## src/rtl/mux_serializer_pkg.sv

```systemverilog
// Shared definitions for the mux_serializer frame transmitter: state encodings,
// frame constants and the parity helper.
package mux_serializer_pkg;

   typedef enum logic [2:0] {
      ST_IDLE   = 3'd0,
      ST_START  = 3'd1,
      ST_DATA   = 3'd2,
      ST_PARITY = 3'd3,
      ST_STOP   = 3'd4
   } state_e;

   localparam int   DATA_BITS  = 8;
   localparam logic STOP_LEVEL = 1'b1;
   localparam logic IDLE_LEVEL = 1'b1;
   localparam logic START_LEVEL = 1'b0;

   // Even parity is the XOR of the byte; odd parity is its complement.
   function automatic logic parity_bit(input logic [7:0] b, input logic odd);
      return (^b) ^ odd;
   endfunction

endpackage

```

## src/rtl/mux_serializer_eightbitmux.sv

```systemverilog
// 8:1 bit selector; select k picks in[7-k] so an incrementing select walks MSB-first.
module eightbitmux
   import mux_serializer_pkg::*;
(
   input  logic [DATA_BITS-1:0] in,
   input  logic [2:0]           s,
   output logic                 out
);

   localparam logic [2:0] TOP_SEL = 3'(DATA_BITS - 1);

   logic [2:0] w_idx;

   assign w_idx = TOP_SEL - s;
   assign out   = in[w_idx];

endmodule

```

## src/rtl/mux_serializer.sv

```systemverilog
// Frame transmitter: start bit, 8 data bits MSB-first through eightbitmux,
// optional parity, stop bit; each bit held CLKS_PER_BIT clocks on a registered line.
module mux_serializer
   import mux_serializer_pkg::*;
#(
   parameter int CLKS_PER_BIT = 4,
   parameter int PARITY_EN    = 0,
   parameter int PARITY_ODD   = 0
) (
   input  logic       clk,
   input  logic       reset,
   input  logic [7:0] load_data,
   input  logic       load_valid,
   output logic       load_ready,
   output logic       tx_out,
   output logic       busy,
   output logic       done,
   output logic [2:0] dbg_state
);

   // Handshake: a byte is taken on any rising edge where load_valid && load_ready;
   // load_ready is high only in IDLE, so nothing is accepted or queued mid-frame.

   localparam logic [7:0] DIV_LAST = 8'(CLKS_PER_BIT - 1);
   localparam logic [3:0] CNT_LAST = 4'(DATA_BITS);

   state_e     r_state;
   logic [7:0] r_byte;
   logic [3:0] r_bit_cnt;
   logic [7:0] r_div;
   logic       r_tx;
   logic       r_done;

   logic       w_mux_bit;
   logic       w_bit_end;

   eightbitmux u_mux (
      .in  (r_byte),
      .s   (r_bit_cnt[2:0]),
      .out (w_mux_bit)
   );

   assign w_bit_end = (r_div == DIV_LAST);

   // r_bit_cnt holds the index of the next data bit to launch; it reaches 8
   // while the last data bit is on the line.
   always_ff @(posedge clk or posedge reset) begin
      if (reset) begin
         r_state   <= ST_IDLE;
         r_byte    <= 8'd0;
         r_bit_cnt <= 4'd0;
         r_div     <= 8'd0;
         r_tx      <= IDLE_LEVEL;
         r_done    <= 1'b0;
      end else begin
         r_done <= 1'b0;
         if (r_state != ST_IDLE) begin
            r_div <= w_bit_end ? 8'd0 : r_div + 8'd1;
         end
         case (r_state)
            ST_IDLE: begin
               if (load_valid) begin
                  r_byte    <= load_data;
                  r_state   <= ST_START;
                  r_tx      <= START_LEVEL;
                  r_div     <= 8'd0;
                  r_bit_cnt <= 4'd0;
               end
            end
            ST_START: begin
               if (w_bit_end) begin
                  r_state   <= ST_DATA;
                  r_tx      <= w_mux_bit;
                  r_bit_cnt <= 4'd1;
               end
            end
            ST_DATA: begin
               if (w_bit_end) begin
                  if (r_bit_cnt == CNT_LAST) begin
                     if (PARITY_EN != 0) begin
                        r_state <= ST_PARITY;
                        r_tx    <= parity_bit(r_byte, PARITY_ODD != 0);
                     end else begin
                        r_state <= ST_STOP;
                        r_tx    <= STOP_LEVEL;
                     end
                  end else begin
                     r_tx      <= w_mux_bit;
                     r_bit_cnt <= r_bit_cnt + 4'd1;
                  end
               end
            end
            ST_PARITY: begin
               if (w_bit_end) begin
                  r_state <= ST_STOP;
                  r_tx    <= STOP_LEVEL;
               end
            end
            ST_STOP: begin
               if (w_bit_end) begin
                  r_state   <= ST_IDLE;
                  r_tx      <= IDLE_LEVEL;
                  r_done    <= 1'b1;
                  r_bit_cnt <= 4'd0;
               end
            end
            default: begin
               r_state <= ST_IDLE;
               r_tx    <= IDLE_LEVEL;
            end
         endcase
      end
   end

   assign load_ready = (r_state == ST_IDLE);
   assign busy       = (r_state != ST_IDLE);
   assign tx_out     = r_tx;
   assign done       = r_done;
   assign dbg_state  = r_state;

endmodule

```

## config.mk

```make
export PLATFORM = sky130hd
export DESIGN_NAME = mux_serializer
export DESIGN_NICKNAME = d
export VERILOG_FILES = /design/src/rtl/mux_serializer_pkg.sv /design/src/rtl/mux_serializer_eightbitmux.sv /design/src/rtl/mux_serializer.sv
export SDC_FILE = /design/constraint.sdc
export NUM_CORES = 1
export LEC_CHECK = 0
export CAP_MARGIN = 10
export CORE_ASPECT_RATIO = 0.6
export CORE_MARGIN = 3
export CORE_UTILIZATION = 35
export DETAILED_ROUTE_END_ITERATION = 12
export PLACE_DENSITY = 0.58
export REMOVE_ABC_BUFFERS = 1
export SLEW_MARGIN = 40
export SYNTH_ARGS = -nofsm -noshare
export SYNTH_HDL_FRONTEND = slang
export SYNTH_SLANG_ARGS = --single-unit
```

## constraint.sdc

```tcl
create_clock -name clk -period 4.6 [get_ports clk]
set_input_delay 0.69 -clock clk [delete_from_list [all_inputs] [get_ports clk]]
set_output_delay 0.69 -clock clk [all_outputs]
set_load 0.01 [all_outputs]
```

## Yosys cells after proc, flatten, opt, wreduce, memory -nomap -nowiden

Index checks and enable logic that the tools add are counted.
Widths: inputs -> output; s select.

- Output and inout port bits: 7
- Bits in registers: 25
- Logic and storage cells: 59
- Input bits: 11

- Mux-type cells: 27
- Order comparisons: 1
- Reductions and logical operators: 8
- Add/sub/neg operators: 3
- Equality and inequality tests: 14

Operator list:

| operator | count |
|---|---|
| $mux 8 | 4 |
| $mux 4 | 5 |
| $mux 3 | 6 |
| $pmux 4 s4 | 1 |
| $pmux 3 s5 | 1 |
| $ne 2x2->1 const B | 7 |
| $reduce_and 6->1 | 2 |
| $add 8x1->8 const B | 1 |
| $eq 8x2->1 const B | 1 |
| $mux 1 | 8 |
| $eq 3x2->1 const B | 2 |
| $add 4x1->4 const B | 1 |
| $eq 4x4->1 const B | 1 |
| $lt 3x4->1 const B | 1 |
| $pmux 1 s4 | 1 |
| $reduce_and 4->1 | 1 |
| $reduce_bool 4->1 | 1 |
| $bmux 1 s3 | 1 |
| $eq 3x1->1 const B | 1 |
| $eq 3x3->1 const B | 1 |
| $logic_not 3->1 | 1 |
| $reduce_bool 3->1 | 1 |
| $sub 3x3->3 const A | 1 |
| $ne 2x1->1 const B | 1 |
| other kinds (2) | 2 |

## Longest topological paths before layout

- Depth after elaboration: 6
- Depth in mapped cells: 7

## Hierarchy

Synthesis repeated with hierarchy kept, for this count alone.

- Cell total of the unflattened synthesis: 133
- Area total of the unflattened synthesis: 1452.6 µm²

Modules (own cells, without submodules):

| module | times used | cells an instance | area each (µm²) |
|---|---|---|---|
| mux_serializer | 1 | 130 | 1388.8 |
| eightbitmux | 1 | 3 | 63.8 |

## Worst setup path before layout

No wires, ideal clock.

- Path kind: register to register
- Start point: register r_div[5]
- End point: register r_bit_cnt[2]
- Cell stages (with the launch flop): 7
- Path buffers: 1
- Required time: 4479 ps
- Path slack: 2517 ps
- Arrival time: 1962 ps
- Period minus slack after synthesis: 2083 ps
- Setup time: 121 ps
- Cell sequence: dfrtp_1 -> or3_4 -> or4_4 -> buf_6 -> a211oi_4 -> o21ai_1 -> a22o_1

- Longest elaborated chain between the ends: 3
- Elaborated cells between the ends (all ways): 5
- Classes of those cells: 4 x eq/ne; 1 x reduce/logical

Ends and longest elaborated chain:

| what | line | text |
|---|---|---|
| start, declared | mux_serializer.sv:30 | `logic [7:0] r_div;` |
| start signal, assigned | mux_serializer.sv:58 | `r_div <= w_bit_end ? 8'd0 : r_div + 8'd1;` |
| $eq 8x2->1 (*) | mux_serializer.sv:43 | `assign w_bit_end = (r_div == DIV_LAST);` |
| $ne 2x2->1 (no source line) | n/a |  |
| $reduce_and 6->1 (no source line) (*) | n/a |  |
| end signal, assigned | mux_serializer.sv:89 | `r_bit_cnt <= r_bit_cnt + 4'd1;` |
| end, declared | mux_serializer.sv:29 | `logic [3:0] r_bit_cnt;` |

Mark *: on every way between the ends. The rest lies on a longest branch, timed or not.
A chain may end at the register's enable or synchronous reset.

## Worst setup path after layout

- Start point: register r_state[1], in the netlist dbg_state[1]
- End point: output port load_ready

- Longest elaborated chain between the ends: 1

Ends and longest elaborated chain:

| what | line | text |
|---|---|---|
| start, declared | mux_serializer.sv:27 | `state_e r_state;` |
| start signal, assigned | mux_serializer.sv:49 | `r_state <= ST_IDLE;` |
| start signal, assigned | mux_serializer.sv:64 | `r_state <= ST_START;` |
| start signal, assigned | mux_serializer.sv:72 | `r_state <= ST_DATA;` |
| $logic_not 3->1 | mux_serializer.sv:115 | `assign load_ready = (r_state == ST_IDLE);` |
| end, declared | mux_serializer.sv:14 | `output logic load_ready,` |

Every way passes these cells.

==> impl_results.md <==
- Status: finished clean
- Post_cts resized: 0
- PD cells: 625 nW/um^2
- Clk_skew: about 4.0 ps
- Slew @ Worst Pin: 708 ps
- Max Fclk: between 300 and 400 MHz
- CTS Buffer Depth: 2
- Root Buffer: clkbuf_8
- Placed cell count: 185
- Crit path launch: dbg_state[1]
- Syn_area_per_cell: 10.3 sq um
- DR WL/cell: approximately 15 microns
- Leakage: 0.648 nW
- RSZ-0062 raised after global routing: no
- Register area: approximately 630 sq um
- Fin crit period: about 2800 ps
- IO Port Bufs: 17
- Clock Sink Count: 25
- Mapped Cells: 129
- VDD IR max: 0.000257 V
- Hold Buf Count CTS: 0
- Critical Path AT: about 2100 ps
- Final worst path period share: 60.2%
- Commonest cells in the netlist: 24 x dfrtp_1, 15 x o21ai_0, 10 x nor2_1
- Core area: roughly 3400 sq um
- Worst slew margin: 52.4%
- Seq/Total Area, Yosys: a little under half
- FP Rows: 16
- Setup crit start kind: register
- Share of layout cells above drive strength 1: 15.3%
- Clk Latency, worst-skew pair: between 200 and 300 ps
- Crit. End Element: output pin
- Post-synth EDFFs: 0
- Area of the mapped netlist: around 1300 sq um
- Io pins: 18
- Pre-Repair DR Iteration Count: 4
- Worst R2R Setup Slack: approximately 2400 ps
- Largest net degree at the start of global routing: 26
- Worst-path clk slew: roughly 90 ps
- Most common cell in the netlist: dfrtp_1
- Starting density of the core: roughly two fifths
- Final Non-Filler Cells: about 190
- Post-synth top flop: dfrtp_1
- Fraction of registers with async set/reset: between 90% and 100%
- Hold path start: r_byte[4]
- Yosys cell types: 38
- Fillers: ~340
- Synth area leader: dfrtp_1
- Slew Viols, Final: 0
- DRT Wirelength: between 2000 and 3000 microns
- Reg-to-Reg Start: r_div[5]
- Initial antenna violation count: 0
- Total CTS buffers: 3
- WS Path Type: reg -> out
- First-pass GRT wire length: approximately 4800 microns
- Setup TNS: 0 ps
- Gr ovfl total: 0
- Total GRT Usage: 13.5%
- Max Cap Viol: 0
- Vias in the first global route: about 1000
- Final hold vios: 0
- Final ANT Viol Nets: 0
- Area of the multi-input gates: 657 sq um
- Tightest Hold Check Type: reg -> reg
- Vias per inst: 5.46
- Yosys reg bits: 25
- DRT iter0 DRCs: 43
- Endpoints failing setup: 0
- Yosys warns: 0
- WP data required: between 3000 and 4000 ps
- Crit-path max FO: 15
- DRC: 0
- Final #Nets: roughly 160
- Post-synth top area share: a little under half
- Vias: about 1000
- Synthesis-to-finish area growth: 19.0%
- Die Footprint: 4600 sq um
- Antenna diodes: 0
- TritonCTS clock tree: done
- Post-DP HPWL: between 1500 and 2000 microns
- Placer Congestion: ~0.86
- H-tree lvl count: 1
- Die Y: roughly 54 microns
- Synth top area cells: dfrtp_1 45%, mux2_2 6.8%, o21ai_0 5.6%, mux4_2 3.4%, ha_1 2.8%
- Chip width: around 86 microns
- Postcts setup bufs: 0
## state kept, by name, indices dropped and copies added, names as in the netlist
signal     flops
tx_out         1
r_bit_cnt      4
dbg_state      3
done           1
r_byte         8
r_div          8
## routing by layer
metal	vias to the layer above	routed length (microns)	GRT usage (%)
met5	-	0	0
met4	0	23	3.16
met3	5	153	4.13
met2	29	1140	20.6
met1	497	1480	19.1
li1	500	-	-
## final cells by class
cell class              count  area share [%]
multi-input cells          92            41.5
flip-flops and latches     25            39.6
repair buffers             18            11.2
well taps                  45            3.56
clock buffers               4            2.85
inverters                   5            1.19
## power by group
part / internal (W) / switching (W) / leakage [nW]
clock network: 0.0000622 / 0.0000757 / 0.0228
logic: 0.000239 / 0.000230 / 0.308
registers: 0.000297 / 0.0000858 / 0.318
total: 0.000598 / 0.000391 / 0.648
## worst max-delay path, cell delays in order, from the launching register on
cell and delay [ps]:
dfrtp_1 540, or3_1 570, inv_1 140, clkdlybuf4s50_1 550
## cells in the final DEF, fill, tap and decap left out, types with 2 or more instances in the layout
cell type        count
a21oi_1              7
a22o_1               2
and3_1               3
clkbuf_8             3
clkdlybuf4s50_1     17
dfrtp_1             24
ha_1                 3
inv_1                4
mux2_2               8
mux2i_1              2
mux4_2               2
nand2_1              6
nand2b_1             2
nand3_1              4
nand4_1              3
nor2_1              10
nor2b_1              2
nor3_1               2
nor3b_1              2
nor4_1               2
o21ai_0             15
xnor2_1              2
## kinds of logic (layout without fill, tap and decap cells)
| family | count (synthesis) | count (layout) | share of synthesized area (%) |
|---|---|---|---|
| and+or+nand+nor | 43 | 43 | 18.0 |
| AOI/OAI and AO/OA | 32 | 32 | 15.1 |
| DFF | 25 | 25 | 47.2 |
| muxes | 12 | 12 | 11.7 |
| buffers and inverters | 12 | 27 | 3.95 |
| adders and majority gates | 3 | 3 | 2.83 |
| xor gates and xnor gates | 2 | 2 | 1.32 |
## stage by stage
step | power, W | hold slack, ps | worst slack [ps] | area [sq um] | utilization [%]
global route | 0.00106 | 533 | 1720 | 1580 | 45.9
CTS | 0.000994 | 516 | 1830 | 1580 | 45.9
floorplan | 0.000701 | 475 | 2390 | 1290 | -
global placement | 0.000838 | 492 | 2190 | 1530 | 44.4
detailed placement | 0.000854 | 494 | 2160 | 1540 | 44.6
finish | 0.000989 | 512 | 1830 | 1580 | 45.9
## worst paths after layout
path | endpoint | cells after the start
worst min-delay path | r_byte[4] | 1
min in group asynchronous | r_byte[2] | 2
worst max-delay path | load_ready | 3
worst min register to register | r_byte[4] | 1
max in group asynchronous | tx_out | 2
worst max register to register | r_bit_cnt[2] | 5
Note: power is estimated with default switching activity, not from simulation.
